`src/rtl/vectored_interrupt_controller.sv`:
```
// rtl/vectored_interrupt_controller.sv - vectored, nested, fixed-priority interrupt controller
// Overrides the PC on ISR entry and keeps a saved-PC/active-ID stack for rfi.
module vectored_interrupt_controller #(
    parameter int                    NUM_IRQ       = 8,
    parameter int                    PC_WIDTH      = 11,
    parameter logic [PC_WIDTH-1:0]   VECTOR_BASE   = 'h4,
    parameter int                    VECTOR_STRIDE = 2,
    parameter logic [PC_WIDTH-1:0]   RESET_VECTOR  = 'h0,
    parameter logic [1:0]            PC_SAVE       = 2'h3,
    parameter int                    NEST_DEPTH    = 2,
    localparam int                   IW = (NUM_IRQ > 1) ? $clog2(NUM_IRQ) : 1,
    localparam int                   DW = $clog2(NEST_DEPTH + 1)
) (
    input  logic                instr_clock,
    input  logic                reset_n,
    input  logic [NUM_IRQ-1:0]  irq,
    input  logic                irq_mask_we,
    input  logic [NUM_IRQ-1:0]  irq_mask_wdata,
    output logic [NUM_IRQ-1:0]  irq_mask,
    output logic [NUM_IRQ-1:0]  irq_pending,
    input  logic [1:0]          pc_mux_control,
    input  logic [PC_WIDTH-1:0] pc_next,
    output logic [PC_WIDTH-1:0] pc_out,
    output logic [PC_WIDTH-1:0] pc_save,
    output logic                in_isr,
    output logic [IW-1:0]       active_id,
    output logic [DW-1:0]       nest_depth
);

    localparam logic [DW-1:0] MAX_DEPTH = DW'(NEST_DEPTH);

    logic [NUM_IRQ-1:0]  irq_q;
    logic [NUM_IRQ-1:0]  pending;
    logic [NUM_IRQ-1:0]  mask;
    logic [DW-1:0]       depth;
    logic                entered_q;
    logic [PC_WIDTH-1:0] pc_stack [NEST_DEPTH];
    logic [IW-1:0]       id_stack [NEST_DEPTH];

    logic [NUM_IRQ-1:0]  rise;
    logic [NUM_IRQ-1:0]  req;
    logic [NUM_IRQ-1:0]  pending_n;
    logic [IW-1:0]       cand_id;
    logic                cand_valid;
    logic [IW-1:0]       top_id;
    logic [PC_WIDTH-1:0] top_pc;
    logic                eligible;
    logic                rfi;
    logic                take;
    logic                pop;
    logic [PC_WIDTH-1:0] vector;

    assign rise = irq & ~irq_q;
    assign req  = pending & mask;
    assign rfi  = (pc_mux_control == PC_SAVE);

    // Descending scan so the lowest index, the highest priority, wins.
    always_comb begin
        cand_id    = '0;
        cand_valid = |req;
        for (int i = NUM_IRQ - 1; i >= 0; i--) begin
            if (req[i]) cand_id = IW'(i);
        end
    end

    always_comb begin
        top_id = '0;
        top_pc = RESET_VECTOR;
        for (int k = 0; k < NEST_DEPTH; k++) begin
            if (DW'(k + 1) == depth) begin
                top_id = id_stack[k];
                top_pc = pc_stack[k];
            end
        end
    end

    assign eligible = cand_valid && (depth < MAX_DEPTH) &&
                      ((depth == '0) || (cand_id < top_id));
    assign take     = eligible && !entered_q && !rfi;
    assign pop      = rfi && (depth != '0);
    assign vector   = VECTOR_BASE + PC_WIDTH'(cand_id) * PC_WIDTH'(VECTOR_STRIDE);

    // A fresh edge on the line being entered survives the clear.
    always_comb begin
        pending_n = '0;
        for (int i = 0; i < NUM_IRQ; i++) begin
            pending_n[i] = rise[i] | (pending[i] & ~(take && (cand_id == IW'(i))));
        end
    end

    always_ff @(posedge instr_clock or negedge reset_n) begin
        if (!reset_n) begin
            irq_q     <= '0;
            pending   <= '0;
            mask      <= '1;
            depth     <= '0;
            entered_q <= 1'b0;
            for (int k = 0; k < NEST_DEPTH; k++) begin
                pc_stack[k] <= '0;
                id_stack[k] <= '0;
            end
        end else begin
            irq_q     <= irq;
            pending   <= pending_n;
            entered_q <= take;
            if (irq_mask_we) mask <= irq_mask_wdata;
            if (take) begin
                depth <= depth + DW'(1);
            end else if (pop) begin
                depth <= depth - DW'(1);
            end
            for (int k = 0; k < NEST_DEPTH; k++) begin
                if (take && (DW'(k) == depth)) begin
                    pc_stack[k] <= pc_next;
                    id_stack[k] <= cand_id;
                end else if (pop && (DW'(k + 1) == depth)) begin
                    pc_stack[k] <= '0;
                    id_stack[k] <= '0;
                end
            end
        end
    end

    assign irq_mask    = mask;
    assign irq_pending = pending;
    assign pc_out      = take ? vector : pc_next;
    assign pc_save     = top_pc;
    assign in_isr      = (depth != '0);
    assign active_id   = top_id;
    assign nest_depth  = depth;

endmodule

```
`config.mk`:
```
export PLATFORM = sky130hd
export DESIGN_NAME = vectored_interrupt_controller
export DESIGN_NICKNAME = d
export VERILOG_FILES = /design/src/rtl/vectored_interrupt_controller.sv
export SDC_FILE = /design/constraint.sdc
export NUM_CORES = 1
export LEC_CHECK = 0
export ABC_CLOCK_PERIOD_IN_PS = 2900
export BUFFER_PORTS_ARGS = -buffer_cell sky130_fd_sc_hd__clkbuf_2
export CAP_MARGIN = 20
export CELL_PAD_IN_SITES_DETAIL_PLACEMENT = 1
export CELL_PAD_IN_SITES_GLOBAL_PLACEMENT = 1
export CORE_AREA = 3 3 88 90
export CTS_CLUSTER_DIAMETER = 120
export DETAILED_ROUTE_END_ITERATION = 6
export DIE_AREA = 0 0 91 93
export GPL_TIMING_DRIVEN = 0
export PLACE_DENSITY_LB_ADDON = 0.1
export SKIP_CTS_REPAIR_TIMING = 1
export SLEW_MARGIN = 25
export SYNTH_ARGS = -nofsm -noshare
export SYNTH_HDL_FRONTEND = slang
export SYNTH_SLANG_ARGS = --single-unit
```
`constraint.sdc`:
```
create_clock -name instr_clock -period 2.9 [get_ports instr_clock]
set_clock_uncertainty 0.15 [all_clocks]
set_input_delay 0.58 -clock instr_clock [delete_from_list [all_inputs] [get_ports instr_clock]]
set_output_delay 0.58 -clock instr_clock [all_outputs]
set_load 0.02 [all_outputs]
```
## Word-level counts from Yosys, hierarchy flattened

Cells that the tools add are included.

- Add/sub/neg operators: 3
- $lt $le $gt $ge: 2
- Equal/unequal tests: 10
- Muxes and demuxes: 23
- Bitwise operators: 27
- Reductions and logical operators: 27

Operators with widths:

| kind | number |
|---|---|
| 11-bit 2-to-1 mux | 7 |
| 3-bit 2-to-1 mux | 14 |
| 1-bit logical AND | 17 |
| 8-bit AND | 2 |
| 3-bit equality test (second input constant) | 4 |
| 1-bit AND | 8 |
| 1-bit NOT | 8 |
| 8-bit NOT | 1 |
| 1-bit bitwise OR | 8 |
| 2-bit nonzero test | 4 |
| 8-bit OR reduction | 1 |
| 3-bit by 2-bit equality test with 1-bit output (second input constant) | 2 |
| 3-bit by 4-bit adder with 5-bit output (first input constant) | 1 |
| 2-bit 2-to-1 mux | 2 |
| 3-bit by 1-bit equality test with 1-bit output (second input constant) | 1 |
| 3-bit logical NOT | 1 |
| 3-bit < comparator | 1 |
| 2-bit by 1-bit adder with 2-bit output (second input constant) | 1 |
| 1-bit by 2-bit equality test with 1-bit output (first input constant) | 1 |
| 2-bit equality test (first input constant) | 1 |
| 2-bit equality test (second input constant) | 1 |
| 1-bit logical NOT | 2 |
| 2-bit logical NOT | 1 |
| 2-bit < comparator (second input constant) | 1 |
| 2 further kinds | 2 |

- Register bits: 55
- Output and inout port bits: 44

## Longest topological paths before layout

- Depth after elaboration: 18
- Mapped depth: 12

## Least setup slack after synthesis

No wires, ideal clock.

- Path kind: reg2out
- Start point: reg mask[4] (netlist: irq_mask[4])
- End point: out pc_out[3]
- Arrival: 2626 ps
- Required time: 2170 ps
- Path slack: -456 ps
- Stages on the path, launching flop included: 10
- Path buffers: 0
- Path through: dfstp_2 -> a22o_1 -> nor2_1 -> nor3_1 -> ha_1 -> a221o_1 -> o21ai_1 -> nand2_1 -> inv_2 -> mux2_2

- Word-level cells in the longest chain between the ends: 12
- Elaborated cells between the ends (all ways): 15

RTL lines:

| what | RTL line | text |
|---|---|---|
| start: declaration | 34 | `logic [NUM_IRQ-1:0] mask;` |
| start signal: assignment | 106 | `if (irq_mask_we) mask <= irq_mask_wdata;` |
| 8-bit AND * | 54 | `assign req = pending & mask;` |
| 3-bit 2-to-1 mux (5 in a row) | 62 | `if (req[i]) cand_id = IW'(i);` |
| 3-bit < comparator | 78 | `((depth == '0) \|\| (cand_id < top_id));` |
| 1-bit logical OR | 78 |  |
| 1-bit logical AND * | 77 | `assign eligible = cand_valid && (depth < MAX_DEPTH) &&` |
| 1-bit logical AND * (2 in a row) | 79 | `assign take = eligible && !entered_q && !rfi;` |
| net take | 49 | `logic take;` |
| 11-bit 2-to-1 mux * | 126 | `assign pc_out = take ? vector : pc_next;` |
| end: declaration | 23 | `output logic [PC_WIDTH-1:0] pc_out,` |

The timed path passes the listed nets; every way through them passes the cells marked *.

## Worst setup path in the final report

- Start point: reg mask[6] (netlist: irq_mask[6])
- End point: out pc_out[4]

- Word-level cells in the longest chain between the ends: 14
- Elaborated cells between the ends (all ways): 17

RTL lines:

| what | RTL line |
|---|---|
| 8-bit AND * | 54 |
| 3-bit 2-to-1 mux (7 in a row) | 62 |
| 3-bit < comparator | 78 |
| 1-bit logical OR | 78 |
| 1-bit logical AND * | 77 |
| 1-bit logical AND * (2 in a row) | 79 |
| net take | 49 |
| 11-bit 2-to-1 mux * | 126 |

Marked as above.

==> qor.yml <==
outcome:
  status: "finished, violations left"
  violations: "negative setup slack"
route:
  ant_nets: 0
  met3_length_um: 347
  wl_per_cell_um: 17.3
  drc: 0
  firstDrtPassIters: 4
  top_layer: "met4"
  met1_length_mm: 3.17
  met2_wirelength_mm: 3.70
  via_per_inst: 5.07
  drt_first_iter_violations: 74
  routed_wirelength_mm: 7.27
  vias: 2128
pwr:
  power.total_mw: 3.15
  peakVddDrop_mv: 0.291
  power_density_nw_per_um2: 913
  p_leak_nw: 1.72
sta:
  max_slew.worst_pin.slew_ns: 0.750
  finalCriticalPeriod_ns: 3.73
  setup_violations: 26
  finalMaxSlewViolations: 0
  fmax_mhz: 268
  hold_violations: 0
  slew_headroom_pct: 49.9
  fin_ws_ns: -0.826
  rsz0062_at_grt: "true"
  period_share_pct: 128
layout:
  multi_input_area_um2: 1140
  seq_area_um2: 1390
  final_area_um2: 3450
  utilization_pct: 48.4
  n_fill_cell: 841
  drive_gt1_share_pct: 48.3
  num_antenna_cells: 0
  final_nets: 358
  syn_to_final_growth_pct: 36.6
cts:
  insertion_delay_ns: 0.30
  cts_tree: "built"
  clockBufferDepth: 2
  clock_sinks: 55
  path_clk_slew_ns: 0.10
  cts_buffers: 5
  root_buffer: "clkbuf_8"
  htree_levels: 2
critical_path:
  crit_chain: "a22o_1 > nor2_4 > nor3_4 > ha_1 > a221o_1 > o21ai_2 > nand2_4 > clkinv_4 > mux2_4 > buf_6"
  crit_slowest_cell: "dfstp_2"
  cp_max_fo: 4
  start_kind: "flip-flop"
  crit_path_end_kind: "output pin"
  worstPathRequired_ns: 2.17
  cp_num_buf_inv: 2
  crit_type: "reg2out"
  crit_arrival_ns: 3.00
  crit_family: "compound AO/OA/AOI/OAI gates"
  cpPeakStageDelay_ns: 0.57
yosys:
  synth_most_common_cell: "dfrtp_1"
  ys_warn_count: 0
  synth_seq_cells: 55
  synth_ff_type: "dfrtp_1"
  synth_edf_count: 0
  syn_area_um2: 2530
  synth-seq-area-share_pct: 54.9
  netlist_instances: 215
  synth_commonest_cells: "dfrtp_1, a22o_1, inv_1, nand2_1, mux2_2"
  synth_cell_types: 38
  netlist_top_cells_area: "dfrtp_1, a22o_1, dfstp_2"
  syn_area_per_cell_um2: 11.8
  syn_nets: 253
  async_flop_share_pct: 100
  synth_top_area_share_pct: 46.5
  synth_top_area_cell: "dfrtp_1"
placement:
  gp_congestion: 0.723
  port_buffers: 74
  post_dp_cell_area_um2: 3090
  dp_hpwl_mm: 5.14
die:
  die_width_um: 91
  initial_core_util_pct: 35.4
  boundaryPins: 76
  dieArea_um2: 8460
  coreArea_um2: 7140
  die_y_um: 93
  num_rows: 31
grt:
  grt_overflow: 0
  grt_pass1_vias: 2179
  grt_usage_pct: 16.7
  grt_max_degree: 34
  grt_pass1_wl_mm: 11.3
  antenna_found_initial: 0
min_path:
  hp-class: "in2async"
job:
  cap_violations: 0
## flip-flops by register name, indices dropped and copies added (netlist names)
register	cells
entered_q	1
irq_mask	8
id_stack	6
pc_stack	22
nest_depth	2
irq_q	8
irq_pending	8
## path summary, 6_finish.rpt
kind                                   from             end  slack, ns  cells after the start
max in group asynchronous           reset_n     irq_mask[6]       2.01                      2
worst max register to register  irq_mask[6]     pc_stack[4]      -0.09                     10
min in group instr_clock             irq[4]        irq_q[4]       0.24                      1
worst min register to register     irq_q[2]  irq_pending[2]       0.26                      1
worst min-delay path                reset_n     id_stack[2]       0.04                      1
worst max-delay path            irq_mask[6]       pc_out[4]      -0.83                     10
## layout by cell type (no fill, tap or decap), types with 4 or more instances in the layout
cell type / count
a21oi_1: 5
a22o_1: 43
and2_1: 6
buf_4: 21
buf_6: 8
clkbuf_1: 4
clkbuf_2: 70
clkbuf_8: 5
dfrtp_1: 45
dfstp_2: 8
ha_1: 4
inv_1: 14
mux2_2: 8
nand2_1: 14
o21ai_0: 6
o21ai_1: 7
## cells by family after synthesis
kind of cell    Yosys count  share of synthesized area (%)
buf+inv                  24                           4.36
compound gates           79                           24.2
xor+xnor                  1                          0.347
flops                    55                           54.9
simple gates             39                           8.42
mux                      11                           4.85
fa+ha+maj                 6                           2.97
## per-stage QoR
step / hold WS (ns) / setup TNS (ns) / setup WS (ns) / std cells
after global placement: 0.244 / -5.82 / -0.701 / 388
after CTS: 0.0486 / -10.62 / -1.09 / 397
after global routing: 0.0546 / -11.97 / -0.916 / 420
final: 0.0400 / -9.61 / -0.826 / 420
after floorplan: 0.134 / -0.851 / -0.225 / 215
after detailed placement: 0.254 / -6.38 / -0.735 / 389
## routing by layer
metal / vias up / track usage [%]
met5: - / 0
met4: 0 / 3.77
met3: 5 / 3.86
met2: 51 / 28.4
met1: 1072 / 21.8
li1: 1000 / -
## layout make-up
class / count / area share (%)
Inverter: 16 / 1.88
Sequential cell: 55 / 40.2
Multi-Input combinational cell: 136 / 33.0
Tap cell: 99 / 3.59
Buffer: 8 / 1.59
Clock inverter: 2 / 0.507
Timing Repair Buffer: 98 / 17.1
Clock buffer: 6 / 2.10
## power by group
part | total (mW) | switching, mW | internal [mW]
Clock | 0.429 | 0.255 | 0.174
Combinational | 1.60 | 0.863 | 0.740
Sequential | 1.12 | 0.144 | 0.976
Note: power is estimated with default switching activity, not from simulation.
